## config.mk

```make
export PLATFORM = sky130hd
export DESIGN_NAME = uart_tx_buffered
export DESIGN_NICKNAME = d
export VERILOG_FILES = /design/src/rtl/uart_pkg.sv /design/src/rtl/sync_fifo.sv /design/src/rtl/uart_tx_buffered.sv
export SDC_FILE = /design/constraint.sdc
export NUM_CORES = 1
export LEC_CHECK = 0
export CORE_MARGIN = 1.5
export CORE_UTILIZATION = 26
export DETAILED_ROUTE_END_ITERATION = 8
export PLACE_DENSITY = 0.47
export SYNTH_ARGS = -nofsm -noshare
export SYNTH_HDL_FRONTEND = slang
export SYNTH_SLANG_ARGS = --single-unit
```

## constraint.sdc

```tcl
create_clock -name clk -period 5.75 [get_ports clk]
set_clock_uncertainty 0.2 [all_clocks]
set_input_delay 0.575 -clock clk [delete_from_list [all_inputs] [get_ports clk]]
set_output_delay 0.575 -clock clk [all_outputs]
set_load 0.02 [all_outputs]
```

## src/rtl/uart_pkg.sv

```systemverilog
// -----------------------------------------------------------------------------
// uart_pkg
// Shared types and helpers for the buffered UART transmitter.
//   parity_e      : parity mode encoding (none / odd / even)
//   tx_state_e    : transmitter FSM states
//   frame_bits()  : number of bit periods in one serial frame
// -----------------------------------------------------------------------------
package uart_pkg;

  typedef enum logic [1:0] {
    PAR_NONE = 2'd0,
    PAR_ODD  = 2'd1,
    PAR_EVEN = 2'd2
  } parity_e;

  typedef enum logic [2:0] {
    ST_IDLE,
    ST_START,
    ST_DATA,
    ST_PARITY,
    ST_STOP
  } tx_state_e;

  // Start bit + payload + optional parity + stop bits.
  function automatic int frame_bits(input int data_bits, input int stop_bits,
                                    input int parity);
    return 1 + data_bits + ((parity != 0) ? 1 : 0) + stop_bits;
  endfunction

endpackage

```

## src/rtl/sync_fifo.sv

```systemverilog
// -----------------------------------------------------------------------------
// sync_fifo
// Single-clock show-ahead FIFO. The head entry is always visible on rdata, so
// a pop consumes the word presented in the same cycle.
// Ports:
//   clk, n_rst : clock, asynchronous active-low reset (flushes the FIFO)
//   push/wdata : write request and data
//   pop        : remove head entry (ignored when empty)
//   rdata      : head entry
//   full/empty : registered status flags
//   level      : occupancy, 0..DEPTH
// A push while full is accepted only if a pop happens in the same cycle.
// -----------------------------------------------------------------------------
module sync_fifo #(
  parameter int WIDTH = 8,
  parameter int DEPTH = 16
) (
  input  logic                   clk,
  input  logic                   n_rst,
  input  logic                   push,
  input  logic [WIDTH-1:0]       wdata,
  input  logic                   pop,
  output logic [WIDTH-1:0]       rdata,
  output logic                   full,
  output logic                   empty,
  output logic [$clog2(DEPTH):0] level
);

  localparam int PTR_W = $clog2(DEPTH);
  localparam int LVL_W = $clog2(DEPTH) + 1;

  logic [WIDTH-1:0] mem [DEPTH];
  logic [PTR_W-1:0] wr_ptr;
  logic [PTR_W-1:0] rd_ptr;
  logic [LVL_W-1:0] level_next;
  logic             do_push;
  logic             do_pop;

  assign do_pop  = pop && !empty;
  assign do_push = push && (!full || do_pop);
  assign rdata   = mem[rd_ptr];

  // NOTE: every variable assigned in always_comb gets a default first so no
  // path leaves it unassigned and no latch is inferred.
  always_comb begin
    level_next = level;
    case ({do_push, do_pop})
      2'b10:   level_next = level + LVL_W'(1);
      2'b01:   level_next = level - LVL_W'(1);
      default: level_next = level;
    endcase
  end

  // NOTE: sequential state uses non-blocking assignments so every flop samples
  // the values from before the clock edge.
  always_ff @(posedge clk or negedge n_rst) begin
    if (!n_rst) begin
      wr_ptr <= '0;
      rd_ptr <= '0;
      level  <= '0;
      full   <= 1'b0;
      empty  <= 1'b1;
    end else begin
      // Power-of-two depth: pointers wrap naturally; level tells full from empty.
      if (do_push) wr_ptr <= wr_ptr + PTR_W'(1);
      if (do_pop)  rd_ptr <= rd_ptr + PTR_W'(1);
      level <= level_next;
      full  <= (level_next == LVL_W'(DEPTH));
      empty <= (level_next == '0);
    end
  end

  // NOTE: storage has no reset; the pointers and level alone define which
  // entries are valid, and an unreset array maps onto plain RAM.
  always_ff @(posedge clk) begin
    if (do_push) mem[wr_ptr] <= wdata;
  end

endmodule

```

## src/rtl/uart_tx_buffered.sv

```systemverilog
// -----------------------------------------------------------------------------
// uart_tx_buffered
// FIFO-fed UART transmitter. Words arrive on a valid/ready stream, are queued
// in a sync_fifo and sent LSB-first as start / data / [parity] / stop frames.
// Frames are emitted back-to-back while the FIFO holds data.
// Ports:
//   clk, n_rst  : clock, asynchronous active-low reset
//   i_valid     : write request; i_data accepted when i_valid & o_ready
//   i_data      : word to send (DATA_BITS)
//   o_ready     : FIFO not full
//   i_baud_div  : clocks per bit, latched at each frame start (values <2 use 2)
//   o_tx        : registered serial line, idle high
//   o_busy      : frame in progress or FIFO non-empty
//   o_level     : FIFO occupancy
//   i_cts_n     : clear-to-send, active-low (only with UART_TX_CTS_EN)
// Build option: define UART_TX_CTS_EN to add i_cts_n flow control; frame starts
// are then held while the synchronised cts_n is high.
// -----------------------------------------------------------------------------
module uart_tx_buffered
  import uart_pkg::*;
#(
  parameter int DATA_BITS  = 8,
  parameter int STOP_BITS  = 1,
  parameter int PARITY     = 0,
  parameter int FIFO_DEPTH = 16,
  parameter int DIV_W      = 16
) (
  input  logic                        clk,
  input  logic                        n_rst,
  input  logic                        i_valid,
  input  logic [DATA_BITS-1:0]        i_data,
  output logic                        o_ready,
  input  logic [DIV_W-1:0]            i_baud_div,
  output logic                        o_tx,
  output logic                        o_busy,
  output logic [$clog2(FIFO_DEPTH):0] o_level
`ifdef UART_TX_CTS_EN
  ,
  input  logic                        i_cts_n
`endif
);

  localparam parity_e PAR_MODE   = parity_e'(PARITY[1:0]);
  localparam bit      HAS_PAR    = (PAR_MODE != PAR_NONE);
  localparam int      FRAME_BITS = frame_bits(DATA_BITS, STOP_BITS, PARITY);
  localparam int      BIT_CNT_W  = $clog2(FRAME_BITS);
  localparam logic [BIT_CNT_W-1:0] LAST_DATA = BIT_CNT_W'(DATA_BITS - 1);
  localparam logic [BIT_CNT_W-1:0] LAST_STOP = BIT_CNT_W'(STOP_BITS - 1);

  tx_state_e              state;
  logic [DIV_W-1:0]       baud_cnt;
  logic [DIV_W-1:0]       div_lat;
  logic [DIV_W-1:0]       div_eff;
  logic [BIT_CNT_W-1:0]   bit_cnt;
  logic [DATA_BITS-1:0]   shift;
  logic                   par_bit;
  logic                   tx;

  logic                   fifo_push;
  logic                   fifo_pop;
  logic [DATA_BITS-1:0]   fifo_rdata;
  logic                   fifo_full;
  logic                   fifo_empty;

  logic                   bit_end;
  logic                   cts_ok;
  logic                   start_ok;

  // ---------------------------------------------------------------------------
  // Input FIFO
  // ---------------------------------------------------------------------------
  assign o_ready   = !fifo_full;
  assign fifo_push = i_valid && o_ready;

  sync_fifo #(
    .WIDTH (DATA_BITS),
    .DEPTH (FIFO_DEPTH)
  ) u_fifo (
    .clk   (clk),
    .n_rst (n_rst),
    .push  (fifo_push),
    .wdata (i_data),
    .pop   (fifo_pop),
    .rdata (fifo_rdata),
    .full  (fifo_full),
    .empty (fifo_empty),
    .level (o_level)
  );

  // ---------------------------------------------------------------------------
  // Clear-to-send gating
  // ---------------------------------------------------------------------------
`ifdef UART_TX_CTS_EN
  logic cts_s1;
  logic cts_s2;

  // Reset to "not clear" so nothing starts until a real low has been seen.
  always_ff @(posedge clk or negedge n_rst) begin
    if (!n_rst) begin
      cts_s1 <= 1'b1;
      cts_s2 <= 1'b1;
    end else begin
      cts_s1 <= i_cts_n;
      cts_s2 <= cts_s1;
    end
  end

  assign cts_ok = !cts_s2;
`else
  assign cts_ok = 1'b1;
`endif

  // ---------------------------------------------------------------------------
  // Frame sequencing
  // ---------------------------------------------------------------------------
  assign div_eff  = (i_baud_div < DIV_W'(2)) ? DIV_W'(2) : i_baud_div;
  assign bit_end  = (baud_cnt == div_lat - DIV_W'(1));
  assign start_ok = !fifo_empty && cts_ok;

  // A frame starts from IDLE, or directly at the end of the last stop bit so
  // consecutive frames have no idle gap. Only starts are gated by CTS.
  assign fifo_pop = start_ok &&
                    ((state == ST_IDLE) ||
                     ((state == ST_STOP) && bit_end && (bit_cnt == LAST_STOP)));

  assign o_tx   = tx;
  assign o_busy = (state != ST_IDLE) || !fifo_empty;

  // Baud counter: runs 0..div_lat-1 within every bit, parked at 0 in IDLE.
  always_ff @(posedge clk or negedge n_rst) begin
    if (!n_rst) begin
      baud_cnt <= '0;
    end else if ((state == ST_IDLE) || bit_end) begin
      baud_cnt <= '0;
    end else begin
      baud_cnt <= baud_cnt + DIV_W'(1);
    end
  end

  // Frame datapath: word, parity and divisor are captured together at pop so
  // later i_baud_div changes only affect the next frame.
  always_ff @(posedge clk or negedge n_rst) begin
    if (!n_rst) begin
      shift   <= '0;
      par_bit <= 1'b0;
      div_lat <= DIV_W'(2);
    end else if (fifo_pop) begin
      shift   <= fifo_rdata;
      par_bit <= (PAR_MODE == PAR_ODD) ? ~(^fifo_rdata) : (^fifo_rdata);
      div_lat <= div_eff;
    end else if ((state == ST_DATA) && bit_end) begin
      shift   <= shift >> 1;
    end
  end

  // FSM with registered line output: tx is loaded with the value of the bit
  // being entered, so it changes on the same edge as the state.
  always_ff @(posedge clk or negedge n_rst) begin
    if (!n_rst) begin
      state   <= ST_IDLE;
      tx      <= 1'b1;
      bit_cnt <= '0;
    end else begin
      case (state)
        ST_IDLE: begin
          bit_cnt <= '0;
          if (fifo_pop) begin
            state <= ST_START;
            tx    <= 1'b0;
          end
        end

        ST_START: begin
          if (bit_end) begin
            state   <= ST_DATA;
            tx      <= shift[0];
            bit_cnt <= '0;
          end
        end

        ST_DATA: begin
          if (bit_end) begin
            if (bit_cnt == LAST_DATA) begin
              bit_cnt <= '0;
              if (HAS_PAR) begin
                state <= ST_PARITY;
                tx    <= par_bit;
              end else begin
                state <= ST_STOP;
                tx    <= 1'b1;
              end
            end else begin
              bit_cnt <= bit_cnt + BIT_CNT_W'(1);
              // shift[1] becomes shift[0] on this same edge.
              tx      <= shift[1];
            end
          end
        end

        ST_PARITY: begin
          if (bit_end) begin
            state   <= ST_STOP;
            tx      <= 1'b1;
            bit_cnt <= '0;
          end
        end

        ST_STOP: begin
          if (bit_end) begin
            if (bit_cnt == LAST_STOP) begin
              bit_cnt <= '0;
              if (fifo_pop) begin
                state <= ST_START;
                tx    <= 1'b0;
              end else begin
                state <= ST_IDLE;
                tx    <= 1'b1;
              end
            end else begin
              bit_cnt <= bit_cnt + BIT_CNT_W'(1);
            end
          end
        end

        default: begin
          state   <= ST_IDLE;
          tx      <= 1'b1;
          bit_cnt <= '0;
        end
      endcase
    end
  end

endmodule

```

==> metrics.log, run 1 <==
INFO  metric seq_area_frac_synth = between 60% and 70%
INFO  metric outcome = complete, no violations
INFO  metric htree_num_levels = 4
INFO  metric main_combinational_cell_family_by_area_after_synthesis = multiplexers
INFO  metric power_leakage = approximately 3.6 nW
INFO  metric detailed_place.area = about 9500 µm²
INFO  metric cts_post_setup_buffers_inserted = 0
INFO  metric cts_buffer_depth = 2
INFO  metric detailedRoute.firstPassIterationCount = 5
INFO  metric timing.final.crit_share = between 90% and 100%
INFO  metric drt-wirelength-per-cell = 18.54 µm
INFO  metric yosysTopAreaCellShare = 44.56%
INFO  metric vias = 4965
INFO  metric cts_repair_resize_count = 0
INFO  metric clk_pin_slew = approximately 0.08 ns
INFO  metric chipWidth = 185.1 µm
INFO  metric hp-class = input pin to asynchronous set/reset pin
INFO  metric die_area = approximately 34000 µm²
INFO  metric ys_top_cells_by_area = sky130_fd_sc_hd__edfxtp_1 (45%), sky130_fd_sc_hd__dfrtp_1 (17%), sky130_fd_sc_hd__mux4_2 (8.1%), sky130_fd_sc_hd__mux2_4 (2.4%), sky130_fd_sc_hd__xor2_1 (2.3%)
INFO  metric syn-instance-count = 583
INFO  metric antennaDiodeCount = 0
INFO  metric synth_compound_gate_area_share = under 10%
INFO  metric post_route_cells_drive_above_1_share = approximately 18%
INFO  metric final_nets = 657
INFO  metric start_kind = register
INFO  metric route.detailed.drc = 0
INFO  metric final.hold.worst_slack = 0.1221 ns
INFO  metric via_per_inst = ~4.6
INFO  metric synth_async_sr_flop_share = about 33%
INFO  metric cts_tree = done
INFO  metric cellPowerDensity = 475.8 nW/µm²
INFO  metric synth_fp_nets = approximately 620
INFO  metric post_synth_instance_area = ~8600 µm²
INFO  metric detailedPlacementHpwl = between 10 and 15 mm
INFO  metric flow.area_growth_from_synthesis = 16.09%
INFO  metric number_of_antenna_violations_at_the_first_check_in_global_routing = 0
INFO  metric final.setup.tns = 0 ns
INFO  metric synth_enable_flop_cells = about 130
INFO  metric row_count = 66
INFO  metric post_layout_nonfiller_instances = 1071
INFO  metric synth.avg_cell_area = between 10 and 15 µm²
INFO  metric synth-adder-area-share = ~2.1%
INFO  metric worst_ir_drop_vdd = 0.2223 mV
INFO  metric setup_viol = 0
INFO  metric cts_buffers = 17
INFO  metric global_route_wire_length_before_repair = 30.61 mm
INFO  metric yosys.area_share.xor_xnor = 4.265%
INFO  metric insertion_delay = between 0.4 and 0.5 ns
INFO  metric drt_initial_violations = 379
INFO  metric clock_sinks = between 150 and 200
INFO  metric globalRoute.totalOverflow = 0
INFO  metric final_util = between 30% and 40%
INFO  metric postRouteAntennaNets = 0
INFO  metric gp_congestion = 0.8093
INFO  metric timing_worst_setup_path_type = register to register
INFO  metric yosys.cell_types.count = between 50 and 60
INFO  metric worstMarginPinSlew = about 1.3 ns
INFO  metric yosys-mux-area-fraction = a little over an eighth
INFO  metric cp_data_arrival_time = 5.37 ns
INFO  metric first_global_vias = between 5000 and 6000
INFO  metric post-route-min-period = ~5.2 ns
INFO  metric port_buffers = 34
INFO  metric clockRootBuffer = sky130_fd_sc_hd__clkbuf_16
INFO  metric slew_viol_final = 0
INFO  metric grt_setup_unrepaired = no
INFO  metric yosysWarnings = 0
INFO  metric fin_area = around 10000 µm²
INFO  metric design.portCount = 35
INFO  metric drv.max_cap_violation_count = 0
INFO  metric worst_slew_margin_rel = about 13%
INFO  metric start_util = between 20% and 30%
INFO  metric final_hold_viol_count = 0
INFO  metric yosys.area.top_type = sky130_fd_sc_hd__edfxtp_1
INFO  metric placed_cells_incl_taps = 1039
INFO  metric ys.flop_type = sky130_fd_sc_hd__edfxtp_1
INFO  metric cp.required = around 5.9 ns
INFO  metric clock.fmax = around 190 MHz
INFO  metric crit_path_max_fanout = 8
INFO  metric core = 32620 µm²
INFO  metric worst_setup_path_end_kind = register
INFO  metric cts_hold_repair.buffers = 0
INFO  metric die_h = about 190 µm
INFO  metric drt-total-wl = a little under 20 mm
INFO  metric post_synth_and_or_nand_nor_area_fraction = 9.138%
INFO  metric filler_cell_count = 3203
INFO  metric yosys_register_bits = 191
INFO  metric grt_use_total = 12.22%
INFO  metric most_instantiated_cells_after_synthesis = sky130_fd_sc_hd__edfxtp_1 (128), sky130_fd_sc_hd__dfrtp_1 (60), sky130_fd_sc_hd__nor2_1 (43)
INFO  metric yosysMostFrequentCell = sky130_fd_sc_hd__edfxtp_1
INFO  metric grt_start_max_net_pins = 64
[cell families (layout without fill, tap and decap cells)]
family | count (synthesis) | after routing
flops | 191 | 191
buf+inv | 44 | 90
xor+xnor | 42 | 42
mux | 70 | 70
simple gates | 150 | 150
compound gates | 72 | 72
fa+ha+maj | 14 | 14
[worst paths after layout]
kind	from	cells after the start	slack (ns)	to
worst max-delay path	div_lat[0]	19	0.55	u_fifo.full
worst min-delay path	n_rst	2	0.12	shift[0]
worst max register to register	div_lat[0]	19	0.55	u_fifo.full
worst min register to register	div_lat[1]	2	0.32	div_lat[1]
max in group asynchronous	n_rst	2	4.64	u_fifo.rd_ptr[0]
min in group clk	div_lat[1]	2	0.32	div_lat[1]
[worst max-delay path, cell delays in order, from the launching register on]
cell and delay, ns:
sky130_fd_sc_hd__dfrtp_1 0.43, sky130_fd_sc_hd__inv_1 0.08, sky130_fd_sc_hd__ha_1 0.24, sky130_fd_sc_hd__or4b_2 0.69, sky130_fd_sc_hd__a2111oi_1 0.45, sky130_fd_sc_hd__o22ai_1 0.21, sky130_fd_sc_hd__nor4b_4 0.34, sky130_fd_sc_hd__a21oi_2 0.19
sky130_fd_sc_hd__or2_1 0.26, sky130_fd_sc_hd__inv_1 0.06, sky130_fd_sc_hd__ha_1 0.27, sky130_fd_sc_hd__ha_1 0.28, sky130_fd_sc_hd__a21o_1 0.18, sky130_fd_sc_hd__a21oi_1 0.16, sky130_fd_sc_hd__xor2_1 0.16, sky130_fd_sc_hd__nor2_1 0.06
sky130_fd_sc_hd__a21oi_1 0.12, sky130_fd_sc_hd__inv_1 0.07, sky130_fd_sc_hd__or4_1 0.56, sky130_fd_sc_hd__nor2b_1 0.14
[per-stage QoR]
step	worst slack, ns	total power [mW]
after floorplan	0.7289	3.208
after global placement	0.6577	3.644
final	0.5504	4.764
after global routing	0.1743	5.044
after detailed placement	0.5330	3.693
after CTS	0.5486	4.822
[where the power goes]
part           total, mW  internal [mW]  switching (mW)  leakage (nW)
Clock               1.12          0.568           0.554         0.275
Combinational       1.60          0.788           0.811          1.37
Sequential          2.04           1.74           0.298          1.94
Total               4.76           3.10            1.66          3.58
[cell type report]
type / instances / area, µm² / share of cell area (%)
timing repair buffer: 39 / 372.9 / 3.724
clock inverter: 15 / 131.4 / 1.312
multi-input combinational: 348 / 3034 / 30.30
sequential: 191 / 5425 / 54.18
clock buffer: 17 / 425.4 / 4.248
inverter: 19 / 71.32 / 0.7122
tap: 442 / 553.0 / 5.523
[flip-flops by register name, indices dropped and copies added, names as in the netlist, 3 cells and up]
name           flops
u_fifo.wr_ptr      4
u_fifo.mem       128
u_fifo.rd_ptr      4
state              3
div_lat           16
u_fifo.level       5
bit_cnt            4
shift              8
baud_cnt          16
[layer usage]
| layer | wire (µm) | GRT usage, % | up-vias | part of all wire [%] |
|---|---|---|---|---|
| met4 | 399 | 4.065 | 0 | 2.0 |
| met1 | 8735 | 15.38 | 2570 | 44 |
| li1 | - | - | 2277 | - |
| met5 | 0 | 0 | - | 0 |
| met3 | 790 | 3.323 | 19 | 4.0 |
| met2 | 9932 | 20.27 | 99 | 50 |
[layout by cell type, fill, tap and decap left out, types with 5 or more instances in the layout]
| cell type | count |
|---|---|
| sky130_fd_sc_hd__edfxtp_1 | 128 |
| sky130_fd_sc_hd__dfrtp_1 | 59 |
| sky130_fd_sc_hd__nor2_1 | 43 |
| sky130_fd_sc_hd__clkdlybuf4s50_1 | 33 |
| sky130_fd_sc_hd__mux4_2 | 31 |
| sky130_fd_sc_hd__nand2_1 | 27 |
| sky130_fd_sc_hd__xor2_1 | 23 |
| sky130_fd_sc_hd__xnor2_1 | 19 |
| sky130_fd_sc_hd__inv_1 | 17 |
| sky130_fd_sc_hd__clkbuf_16 | 17 |
| sky130_fd_sc_hd__o21ai_0 | 16 |
| sky130_fd_sc_hd__nand3_1 | 15 |
| sky130_fd_sc_hd__mux2i_1 | 15 |
| sky130_fd_sc_hd__mux2_4 | 14 |
| sky130_fd_sc_hd__ha_1 | 13 |
| sky130_fd_sc_hd__a21oi_1 | 12 |
| sky130_fd_sc_hd__mux2_2 | 10 |
| sky130_fd_sc_hd__o211ai_1 | 9 |
| sky130_fd_sc_hd__nor3_1 | 8 |
| sky130_fd_sc_hd__nand2b_1 | 7 |
| sky130_fd_sc_hd__nor2b_1 | 6 |
| sky130_fd_sc_hd__nor4_1 | 6 |
| sky130_fd_sc_hd__o22ai_1 | 6 |
| sky130_fd_sc_hd__o221ai_1 | 6 |
| sky130_fd_sc_hd__a21o_1 | 5 |
| sky130_fd_sc_hd__buf_4 | 5 |
Note: power is estimated with default switching activity, not from simulation.
==> run 2: changes to the inputs <==
--- a/config.mk
+++ b/config.mk
@@ -9,6 +9,7 @@
 export CORE_UTILIZATION = 26
 export DETAILED_ROUTE_END_ITERATION = 8
 export PLACE_DENSITY = 0.47
+export RECOVER_POWER = 50
 export SYNTH_ARGS = -nofsm -noshare
 export SYNTH_HDL_FRONTEND = slang
 export SYNTH_SLANG_ARGS = --single-unit
==> metrics.log, run 2 (synthesis gave the netlist of run 1 again) <==
INFO  metric start_util = about a quarter
INFO  metric grt_start_max_net_pins = 64
INFO  metric die_h = 185.1 µm
INFO  metric grt_setup_unrepaired = no
INFO  metric row_count = 66
INFO  metric gp_congestion = between 0.8 and 0.9
INFO  metric timing_worst_setup_path_type = register to register
INFO  metric global_route_wire_length_before_repair = ~31 mm
INFO  metric worst_slew_margin_rel = -131.9%
INFO  metric clk_pin_slew = around 0.080 ns
INFO  metric cts_buffers = 17
INFO  metric path_cells = inv_1 > ha_1 > or4b_2 > a2111oi_1 > o22ai_1 > nor4b_4 > a21oi_2 > or2_1 > inv_1 > ha_1 > ha_1 > a21o_1 > a21oi_1 > xor2_1 > nor2_1 > a21oi_1 > inv_1 > or4_1 > nor2b_1
INFO  metric design.portCount = 35
INFO  metric hp-class = register to register
INFO  metric mostFrequentLayoutCell = sky130_fd_sc_hd__edfxtp_1
INFO  metric number_of_antenna_violations_at_the_first_check_in_global_routing = 0
INFO  metric cts_repair_resize_count = 0
INFO  metric cts_buffer_depth = 2
INFO  metric clock_sinks = around 190
INFO  metric detailedPlacementHpwl = approximately 13 mm
INFO  metric chipWidth = between 150 and 200 µm
INFO  metric critical_path_cell_with_the_highest_stage_delay = sky130_fd_sc_hd__or4b_2
INFO  metric outcome = finished with violations
INFO  metric final_hold_viol_count = 0
INFO  metric cellPowerDensity = ~480 nW/µm²
INFO  metric largest_register = u_fifo.mem
INFO  metric cp_buf_inv_count = 3
INFO  metric detailed_place.area = roughly 9500 µm²
INFO  metric final_cell_mix = sky130_fd_sc_hd__edfxtp_1 (128), sky130_fd_sc_hd__dfrtp_1 (59), sky130_fd_sc_hd__nor2_1 (43)
INFO  metric worstMarginPinSlew = between 3 and 4 ns
INFO  metric final.setup.tns = 0 ns
INFO  metric via_per_inst = 4.622
INFO  metric timing.final.crit_share = 90.41%
INFO  metric core = approximately 33000 µm²
INFO  metric die_area = approximately 34000 µm²
INFO  metric flow.area_growth_from_synthesis = 16.04%
INFO  metric clockRootBuffer = sky130_fd_sc_hd__clkbuf_16
INFO  metric drt-total-wl = 19.85 mm
INFO  metric layout_top_registers = u_fifo.mem: 128 flops, baud_cnt: 16 flops, div_lat: 16 flops
INFO  metric grt_use_total = 12.22%
INFO  metric crit_path_max_incr_delay = around 0.69 ns
INFO  metric htree_num_levels = 4
INFO  metric post-route-min-period = between 5 and 6 ns
INFO  metric power_leakage = between 3 and 4 nW
INFO  metric insertion_delay = around 0.44 ns
INFO  metric cp_data_arrival_time = 5.37 ns
INFO  metric detailedRoute.firstPassIterationCount = 4
INFO  metric first_global_vias = 5165
INFO  metric cts_hold_repair.buffers = 0
INFO  metric drt_initial_violations = between 300 and 400
INFO  metric final_util = between 30% and 40%
INFO  metric fin_area = 10010 µm²
INFO  metric final_nets = 657
INFO  metric postRouteAntennaNets = 0
INFO  metric slew_viol_final = between 60 and 70
INFO  metric route.detailed.drc = 0
INFO  metric violated_checks = max-capacitance violations, max-slew violations
INFO  metric cts_post_setup_buffers_inserted = 0
INFO  metric drt-wirelength-per-cell = roughly 19 µm
INFO  metric worst_ir_drop_vdd = between 0.2 and 0.25 mV
INFO  metric setup_viol = 0
INFO  metric globalRoute.totalOverflow = 0
INFO  metric clock.fmax = 192.4 MHz
INFO  metric worst_setup_path_end_kind = register
INFO  metric post_route_cells_drive_above_1_share = between 15 and 20%
INFO  metric seq_area = around 5400 µm²
INFO  metric crit_path_max_fanout = 8
INFO  metric critical_path.top_delay_family = simple AND/OR/NAND/NOR gates
INFO  metric port_buffers = 34
INFO  metric number_of_flip_flops_in_the_largest_register = 128
INFO  metric drv.max_cap_violation_count = 1
INFO  metric antennaDiodeCount = 0
INFO  metric cts_tree = done
INFO  metric final.hold.worst_slack = between 0.3 and 0.4 ns
INFO  metric start_kind = register
INFO  metric cp.required = ~5.9 ns
INFO  metric filler_cell_count = ~3200
INFO  metric multi_input_area = between 3000 and 4000 µm²
INFO  metric vias = around 5000
-- run 2: cell count changes in the layout (fill, tap and decap cells not counted), sizes merged --
cell / before / now
clkdlybuf4s50: 33 / 24
dlygate4sd3: 0 / 9
clkbuf: 17 / 18
buf: 6 / 5
-- run 2: tightest hold or removal path, stage by stage (launching register included) --
cell	delay, ns
sky130_fd_sc_hd__dfstp_2	0.38
sky130_fd_sc_hd__inv_1	0.07
sky130_fd_sc_hd__mux2i_1	0.07
-- run 2: worst paths after layout --
kind	slack, ns	end	from	cells after the start
setup reg to reg	0.55	u_fifo.full	div_lat[0]	19
min in group asynchronous	1.22	shift[0]	n_rst	2
hold reg to reg	0.32	div_lat[1]	div_lat[1]	2
max in group asynchronous	1.92	u_fifo.rd_ptr[0]	n_rst	2
setup / recovery	0.55	u_fifo.full	div_lat[0]	19
hold / removal	0.32	div_lat[1]	div_lat[1]	2
-- run 2: area by class of cell --
type,instances,area share (%)
Multi-Input combinational cell,348,30.31
Clock inverter,15,1.313
Sequential cell,191,54.20
Tap cell,442,5.525
Clock buffer,17,4.250
Timing Repair Buffer,39,3.688
Inverter,19,0.7125
-- run 2: power breakdown --
part	switching (mW)	total, mW	internal (mW)	leakage (nW)
logic	0.809	1.60	0.787	1.37
clock network	0.553	1.12	0.568	0.275
registers	0.297	2.04	1.74	1.94
total	1.66	4.76	3.10	3.58
-- run 2: per-layer routing --
| layer | share of wire, % | global-route usage [%] | wire [µm] |
|---|---|---|---|
| met5 | 0 | 0 | 0 |
| met1 | 43 | 15.38 | 8628 |
| met2 | 50 | 20.27 | 9991 |
| met4 | 1.8 | 4.065 | 363 |
| met3 | 4.4 | 3.323 | 870 |
-- run 2: stage by stage --
step | power, mW | instances | setup slack (ns)
floorplan | 3.208 | 583 | 0.7289
global placement | 3.644 | 1039 | 0.6577
detailed placement | 3.693 | 1039 | 0.5330
CTS | 4.822 | 1071 | 0.5486
global route | 5.042 | 1071 | 0.1743
finish | 4.758 | 1071 | 0.5513
==> run 3: changes to the inputs <==
--- a/config.mk
+++ b/config.mk
@@ -5,9 +5,9 @@
 export SDC_FILE = /design/constraint.sdc
 export NUM_CORES = 1
 export LEC_CHECK = 0
-export CORE_MARGIN = 1.5
 export CORE_UTILIZATION = 26
 export DETAILED_ROUTE_END_ITERATION = 8
+export HOLD_SLACK_MARGIN = 0.02
 export PLACE_DENSITY = 0.47
 export RECOVER_POWER = 50
 export SYNTH_ARGS = -nofsm -noshare
==> constraint.sdc (replaced) <==
create_clock -name clk -period 5.75 [get_ports clk]
set_clock_uncertainty 0.2 [all_clocks]
set_input_delay 0.8625 -clock clk [delete_from_list [all_inputs] [get_ports clk]]
set_output_delay 0.8625 -clock clk [all_outputs]
set_load 0.02 [all_outputs]
==> metrics.log, run 3 (synthesis gave the netlist of run 1 again) <==
INFO  metric cts_tree = done
INFO  metric drv.max_cap_violation_count = 1
INFO  metric final_util = a little under a third
INFO  metric path_cells = inv_1 > ha_1 > or4b_2 > a2111oi_1 > o22ai_1 > nor4b_4 > a21oi_2 > or2_1 > inv_1 > ha_1 > ha_1 > a21o_1 > a21oi_1 > xor2_1 > nor2_1 > a21oi_1 > inv_1 > or4_1 > nor2b_1
INFO  metric timing_worst_setup_path_type = register to register
INFO  metric total_power = about 5 mW
INFO  metric critical_path.top_delay_family = simple AND/OR/NAND/NOR gates
INFO  metric final_cell_mix = sky130_fd_sc_hd__edfxtp_1 (128), sky130_fd_sc_hd__dfrtp_1 (59), sky130_fd_sc_hd__nor2_1 (43)
INFO  metric core = between 30000 and 40000 µm²
INFO  metric final_hold_viol_count = 0
INFO  metric row_count = 66
INFO  metric flow.area_growth_from_synthesis = 16.58%
INFO  metric number_of_antenna_violations_at_the_first_check_in_global_routing = 0
INFO  metric global_route_wire_length_before_repair = between 30 and 40 mm
INFO  metric drt-total-wl = around 19 mm
INFO  metric clk_pin_slew = 0.07 ns
INFO  metric final.setup.tns = 0 ns
INFO  metric slew_viol_final = 52
INFO  metric dp_worst_setup_slack = 0.5599 ns
INFO  metric die_h = ~180 µm
INFO  metric outcome = finished with violations
INFO  metric port_buffers = 34
INFO  metric filler_cell_count = roughly 3200
INFO  metric violated_checks = max-capacitance violations, max-slew violations
INFO  metric power_leakage = 3.593 nW
INFO  metric critical_path_cell_with_the_highest_stage_delay = sky130_fd_sc_hd__or4b_2
INFO  metric postRouteAntennaNets = 0
INFO  metric worstMarginPinSlew = between 2 and 3 ns
INFO  metric final.hold.worst_slack = about 0.25 ns
INFO  metric start_kind = register
INFO  metric detailed_place.area = ~9400 µm²
INFO  metric setup_viol = 0
INFO  metric insertion_delay = 0.44 ns
INFO  metric cts_buffers = 17
INFO  metric r2r_setup_slack = 0.55 ns
INFO  metric htree_num_levels = 4
INFO  metric final_nets = roughly 660
INFO  metric grt_start_max_net_pins = 52
INFO  metric rr_worst_depth = 19
INFO  metric worst_ir_drop_vdd = between 0.2 and 0.25 mV
INFO  metric hp-class = input pin to asynchronous set/reset pin
INFO  metric chipWidth = 184.1 µm
INFO  metric largest_register = u_fifo.mem
INFO  metric post-route-min-period = roughly 5.2 ns
INFO  metric design.portCount = 35
INFO  metric layout_top_registers = u_fifo.mem: 128 flops, baud_cnt: 16 flops, div_lat: 16 flops
INFO  metric cp_data_arrival_time = approximately 5.4 ns
INFO  metric number_of_stages_on_the_worst_setup_path = 19
INFO  metric cp_buf_inv_count = 3
INFO  metric die_area = roughly 34000 µm²
INFO  metric grt_use_total = 12.19%
INFO  metric number_of_flip_flops_in_the_largest_register = between 100 and 150
INFO  metric drt_initial_violations = 300
INFO  metric placed_cells_incl_taps = 1038
INFO  metric grt_setup_unrepaired = no
INFO  metric first_global_vias = roughly 5200
INFO  metric gp_congestion = 0.8055
INFO  metric start_util = around a quarter
INFO  metric cts_buffer_depth = 2
INFO  metric detailedRoute.firstPassIterationCount = 4
INFO  metric cellPowerDensity = between 400 and 500 nW/µm²
INFO  metric clock.fmax = between 150 and 200 MHz
INFO  metric post_route_cells_drive_above_1_share = between 10% and 20%
INFO  metric cts_hold_repair.buffers = 0
INFO  metric crit_path_max_fanout = 8
INFO  metric drt-wirelength-per-cell = about 18 µm
INFO  metric cts_repair_resize_count = 0
INFO  metric antennaDiodeCount = 0
INFO  metric cts_post_setup_buffers_inserted = 0
INFO  metric worst_setup_path_end_kind = register
INFO  metric clock_sinks = between 150 and 200
INFO  metric timing.final.crit_share = 90.38%
INFO  metric fin_area = about 10000 µm²
INFO  metric globalRoute.totalOverflow = 0
INFO  metric worst_slew_margin_rel = -93.39%
INFO  metric detailedPlacementHpwl = 12.80 mm
INFO  metric mostFrequentLayoutCell = sky130_fd_sc_hd__edfxtp_1
INFO  metric vias = 4925
INFO  metric post_layout_nonfiller_instances = roughly 1100
INFO  metric cp.required = about 5.9 ns
INFO  metric route.detailed.drc = 0
INFO  metric clockRootBuffer = sky130_fd_sc_hd__clkbuf_16
INFO  metric via_per_inst = roughly 4.6
INFO  metric crit_path_max_incr_delay = a little under 0.7 ns
INFO  metric worst_slack = roughly 0.55 ns
## run 3: cell types whose count changed in the layout (fill, tap and decap cells not counted)
cell	change
sky130_fd_sc_hd__buf_2	-1
sky130_fd_sc_hd__buf_4	-1
sky130_fd_sc_hd__bufinv_16	+3
sky130_fd_sc_hd__clkbuf_1	+2
sky130_fd_sc_hd__clkinv_1	+1
sky130_fd_sc_hd__clkinv_2	-2
sky130_fd_sc_hd__clkinv_4	-3
sky130_fd_sc_hd__clkinvlp_4	+1
sky130_fd_sc_hd__inv_6	+1
sky130_fd_sc_hd__inv_8	-2
## run 3: cell type report
cell class / count / area, µm² / area share [%]
Multi-Input combinational cell: 348 / 3034 / 30.17
Clock inverter: 14 / 182.7 / 1.817
Tap cell: 442 / 553.0 / 5.500
Sequential cell: 191 / 5425 / 53.95
Clock buffer: 18 / 429.2 / 4.268
Inverter: 19 / 71.32 / 0.7092
Timing Repair Buffer: 38 / 360.3 / 3.583
## run 3: worst register-to-register path, delay by kind of cell (launching register included)
kind                     cells  cell delay [ns]
adder cells (fa/ha/maj)      3             0.80
AO/OA/AOI/OAI                6             1.30
buffers and inverters        3             0.21
AND/OR/NAND/NOR              6             2.04
XOR/XNOR                     1             0.16
flip-flops                   1             0.43
## run 3: final timing paths
kind                                  from          endpoint
min in group clk                div_lat[1]        div_lat[1]
worst max-delay path            div_lat[0]       u_fifo.full
worst min register to register  div_lat[1]        div_lat[1]
max in group asynchronous            n_rst  u_fifo.rd_ptr[0]
worst min-delay path                 n_rst  u_fifo.wr_ptr[1]
worst max register to register  div_lat[0]       u_fifo.full
## run 3: layer usage
| metal | vias to the layer above | GRT usage (%) | wire [µm] |
|---|---|---|---|
| li1 | 2279 | - | - |
| met1 | 2521 | 15.62 | 8880 |
| met2 | 108 | 20.59 | 9687 |
| met3 | 17 | 2.371 | 678 |
| met4 | 0 | 4.000 | 251 |
| met5 | - | 0 | 0 |
## run 3: report_power, final
group          switching [mW]  total, mW  internal (mW)
sequential              0.291       2.03           1.74
clock                   0.539       1.23          0.693
combinational           0.809       1.59          0.782
total                    1.64       4.86           3.22
==> RTL change 1: new RTL, config.mk and constraints of run 2 <==
Add an input register stage for `i_baud_div`, without a reset; this delays it by one clock. The other inputs are not delayed to match.
--- a/src/rtl/uart_tx_buffered.sv
+++ b/src/rtl/uart_tx_buffered.sv
@@ -47,6 +47,12 @@
   localparam logic [BIT_CNT_W-1:0] LAST_DATA = BIT_CNT_W'(DATA_BITS - 1);
   localparam logic [BIT_CNT_W-1:0] LAST_STOP = BIT_CNT_W'(STOP_BITS - 1);
 
+  logic [DIV_W-1:0] i_baud_div_q;
+
+  always_ff @(posedge clk) begin
+    i_baud_div_q <= i_baud_div;
+  end
+
   tx_state_e              state;
   logic [DIV_W-1:0]       baud_cnt;
   logic [DIV_W-1:0]       div_lat;
@@ -113,7 +119,7 @@
   // ---------------------------------------------------------------------------
   // Frame sequencing
   // ---------------------------------------------------------------------------
-  assign div_eff  = (i_baud_div < DIV_W'(2)) ? DIV_W'(2) : i_baud_div;
+  assign div_eff  = (i_baud_div_q < DIV_W'(2)) ? DIV_W'(2) : i_baud_div_q;
   assign bit_end  = (baud_cnt == div_lat - DIV_W'(1));
   assign start_ok = !fifo_empty && cts_ok;
 
Behaviour: not the same (Yosys sat finds a counterexample within 10 cycles, from zero or initial values and one cycle with n_rst low).
==> RTL change 1 against run 2 <==
- sequential cell count increased by 16
- critical path depth decreased by 1
- combinational power decreased by 8%
- critical path type unchanged
- the flow still finishes with violations (max-capacitance violations, max-slew violations)
- fmax decreased by 3.2%
- highest routed layer unchanged
- first-iteration DRC count decreased by 24%
- worst setup slack got worse by 170 ps
- count of clock-buffer cells in the layout increased by 15
- area after synthesis increased by 3.8%
- die area increased by 3.7%
- via count increased by 2.6%
- largest power group unchanged
- power increased by 4.7%
- final area increased by 4.5%
- clock power increased by 23%
- routed wire length decreased by 0.60%
==> RTL change 1: results (changes against run 2) <==
run_status:
  status: "complete, but fails checks"  # unchanged
  violations: "max-capacitance violations, max-slew violations"  # unchanged
synth:
  synth_cell_types: 60  # was 59
  async_flop_share_pct: 30.4  # was 33.0%
  synth_warnings: 0  # unchanged
  synth_nets: 642  # was 624
  avgSynthCellArea_um2: 14.9  # was 14.8 µm²
  synth_compound_area_share_pct: 4.95  # was 5.85%
  ys_top_cells_by_area: "edfxtp_1 43%, dfrtp_1 17%, mux4_2 7.0%"  # was edfxtp_1 45%, dfrtp_1 17%, mux4_2 8.1%
  synth_xor_area_share_pct: 4.60  # was 4.26%
  ys_seq_area_share_pct: 64.2  # was 62.9%
  netlist_top_cells_count: "128 x edfxtp_1, 60 x dfrtp_1, 41 x nor2_1"  # was 128 x edfxtp_1, 60 x dfrtp_1, 43 x nor2_1
  ys_seq_elements: 207  # was 191
finish:
  multi_input_area_share_pct: 29.0  # was 30.3%
  area_growth_pct: 16.9  # was 16.0%
  drive_gt1_share_pct: 14.8  # was 17.6%
  seq_share_pct: 54.9  # was 54.2%
  n_clock_buffer: 32  # was 17
  fillers: 3293  # was 3205
  bufAreaShareNonClock_pct: 3.46  # was 3.69%
  multi_input_cells: 352  # was 348
  multi_input_area_um2: 3030  # about the same
  num-nets-final: 682  # was 657
drt:
  drt_first_pass_iters: 6  # was 4
  wirelength_um: 19700  # was 19900 µm
  wl_met3_um: 783  # was 870 µm
  wl_met1_um: 8710  # was 8630 µm
  drtIter0Drc: 288  # was 380
  wl_per_cell_um: 17.9  # was 18.5 µm
clock_tree:
  clockBufferDepth: 3  # was 2
  insertion_delay_ps: 530  # was 440 ps
  cts_buffers: 23  # was 17
  path_clk_slew_ps: 60  # was 80 ps
global_route:
  groute.usage.overall_pct: 11.4  # was 12.2%
  grt_pass1_vias: 5337  # was 5165
  grt_pass1_wl_um: 31700  # was 30600 µm
  met2_usage_pct: 19.6  # was 20.3%
  met3_usage_pct: 2.12  # was 3.32%
  use_met1_pct: 14.7  # was 15.4%
placement:
  hpwl_um: 13500  # was 13100 µm
  gp_congestion: 0.804  # was 0.809
  place_inst: 1064  # was 1039
sta:
  holdWs_ps: 305  # was 322 ps
  drv_slew: 64  # unchanged
  timing.slew.headroom_pct: -134  # was -132%
  period_minus_slack_ps: 5370  # was 5200 ps
worst_setup_path:
  cp.arrival_ps: 5630  # was 5370 ps
  worstSetupStartpoint: "div_lat[3]"  # was div_lat[0]
  reg2reg_setup_slack_ps: 380  # was 550 ps
  path_max_fanout: 7  # was 8
  reg2regPathDepth: 18  # was 19
  critPathSlowestCell: "or4_1"  # was or4b_2
min_path:
  hp-start: "i_baud_div_q[9]"  # was div_lat[1]
  hold_path_end: "div_lat[9]"  # was div_lat[1]
power_and_ir_drop:
  vdd_drop_max_mv: 0.212  # was 0.222 mV
  internal_power_uw: 3360  # was 3100 µW
  leakagePower_uw: 0.00382  # was 0.00358 µW
run:
  max_cap_viol_count: 1  # unchanged
-- RTL change 1: changes by cell type in the layout (fill, tap and decap cells not counted), sizes merged, moves of 5 or more --
cell and change:
dfxtp +16, and2 +15, clkbuf +15, clkdlybuf4s50 -15
dlygate4sd3 +15, mux2i +9, o211ai -7, o21ai -6
xnor2 +6, nand3 +5, o221ai +5
-- RTL change 1: kinds of logic (layout without fill, tap and decap cells) --
group	count (synthesis)	in the layout
buffers and inverters	42	96
AO/OA/AOI/OAI	60	60
multiplexers	75	75
adder cells (fa/ha/maj)	14	14
XOR/XNOR	47	47
AND/OR/NAND/NOR	156	156
flip-flops	207	207
-- RTL change 1: power by group through the flow --
stage / Combinational (µW) / Clock, µW / Sequential, µW
2_1_floorplan: 1110 / 0 / 2060
3_3_place_gp: 1480 / 0 / 2150
3_5_place_dp: 1500 / 0 / 2160
4_1_cts: 1510 / 1420 / 2140
5_1_grt: 1610 / 1480 / 2180
6_report: 1470 / 1380 / 2130
==> RTL change 2: new RTL, flow settings as in run 2 <==
Made on the original files. Set the parameter `DATA_BITS` to 16 (it was 8).
--- a/src/rtl/uart_tx_buffered.sv
+++ b/src/rtl/uart_tx_buffered.sv
@@ -19,7 +19,7 @@
 module uart_tx_buffered
   import uart_pkg::*;
 #(
-  parameter int DATA_BITS  = 8,
+  parameter int DATA_BITS  = 16,
   parameter int STOP_BITS  = 1,
   parameter int PARITY     = 0,
   parameter int FIFO_DEPTH = 16,
Interface: changed (resized i_data); port bits go from 35 to 43. The function was not compared with the original's and may differ.
==> RTL change 2 against run 2 <==
- the run still ends with max-capacitance violations, max-slew violations left
- sequential cell count grew 137
- worst setup slack better by 590 ps
- routed wire length grew 67%
- power is 62% higher
- fmax grew 13%
- area after synthesis is 62% higher
- final area up 64%
- largest cell class unchanged
==> RTL change 2: results (changes against run 2) <==
run_status:
  status: "complete, but fails checks"  # unchanged
  violations: "max-capacitance violations, max-slew violations"  # unchanged
clock_tree:
  path_clk_slew_ps: 50  # was 80 ps
  h-tree-depth: 2  # was 4
  insertion_delay_ps: 550  # was 440 ps
  clockBufferDepth: 3  # was 2
  cts_buffers: 37  # was 17
synth:
  netlist_top_cells_count: "256 x edfxtp_1, 69 x dfrtp_1, 48 x nand2_1"  # was 128 x edfxtp_1, 60 x dfrtp_1, 43 x nor2_1
  async_flop_share_pct: 22.0  # was 33.0%
  ys_seq_elements: 328  # was 191
  ys_seq_area_share_pct: 68.0  # was 62.9%
  synth-edff-count: 256  # was 128
  netlist_instances: 861  # was 583
  synth_compound_area_share_pct: 6.39  # was 5.85%
sta:
  worst_slew_pin_slew_ps: 2120  # was 3480 ps
  holdWs_ps: 286  # was 322 ps
  max_clock_freq_mhz: 217  # was 192 MHz
  drv_slew: 75  # was 64
placement:
  place_inst: 1570  # was 1039
  gp_congestion: 0.761  # was 0.809
  portBuffers: 42  # was 34
  place_area_um2: 15300  # was 9460 µm²
  hpwl_um: 19100  # was 13100 µm
  dp_slack_ps: 1160  # was 533 ps
finish:
  register_area_um2: 9500  # was 5430 µm²
  drive_gt1_share_pct: 18.5  # was 17.6%
  nNonClkBuffers: 66  # was 39
  bufAreaShareNonClock_pct: 3.62  # was 3.69%
  multi_input_area_share_pct: 25.9  # was 30.3%
  largest_reg_flops: 256  # was 128
  multi_input_cells: 467  # was 348
  fillers: 5212  # was 3205
global_route:
  groute.usage.overall_pct: 12.1  # was 12.2%
  grt_max_degree: 41  # was 64
  grt_pass1_wl_um: 50200  # was 30600 µm
  antenna_found_initial: 1  # was 0
  grt_pass1_vias: 7798  # was 5165
drt:
  vias: 7636  # was 4950
power_and_ir_drop:
  power_clock_uw: 2170  # was 1120 µW
  vdd_drop_max_mv: 0.280  # was 0.222 mV
  leakagePower_uw: 0.00560  # was 0.00358 µW
  powerComb_uw: 2230  # was 1600 µW
  power_density_nw_per_um2: 471  # was 475 nW/µm²
worst_setup_path:
  cp.arrival_ps: 4870  # was 5370 ps
  reg2regPathDepth: 16  # was 19
  worstSetupStartpoint: "div_lat[3]"  # was div_lat[0]
  reg2reg_setup_slack_ps: 1140  # was 550 ps
run:
  max_cap_viol_count: 2  # was 1
min_path:
  hp-start: "shift[14]"  # was div_lat[1]
## RTL change 2: changes by cell type after synthesis, moves of 8 or more
cell	change
mux2_2	-9
o211ai_1	-8
dfrtp_1	+9
o22ai_1	+10
nand2_1	+21
edfxtp_1	+128
mux4_2	+16
a22oi_1	+8
o221ai_1	+24
a22oi_2	+8
mux2i_1	+31
## RTL change 2: critical path, stage by stage (launching register included)
cell     delay [ps]
dfrtp_1         430
or4_1           760
nor4_2          360
mux2i_1         260
a22oi_1         110
and4_4          230
a21o_4          230
ha_1            270
ha_1            290
a21o_1          160
a21oi_1         180
xor2_1          160
nor2_1           50
a21oi_1         110
inv_1            60
or4_1           540
nor2b_1         120
## RTL change 2: metal layers
layer	share of wire, %	vias to the layer above	GRT usage, %
met5	0.036	-	0
met4	2.0	2	3.56
met3	4.6	51	2.31
met2	47	159	19.0
met1	46	3925	16.8
li1	-	3499	-
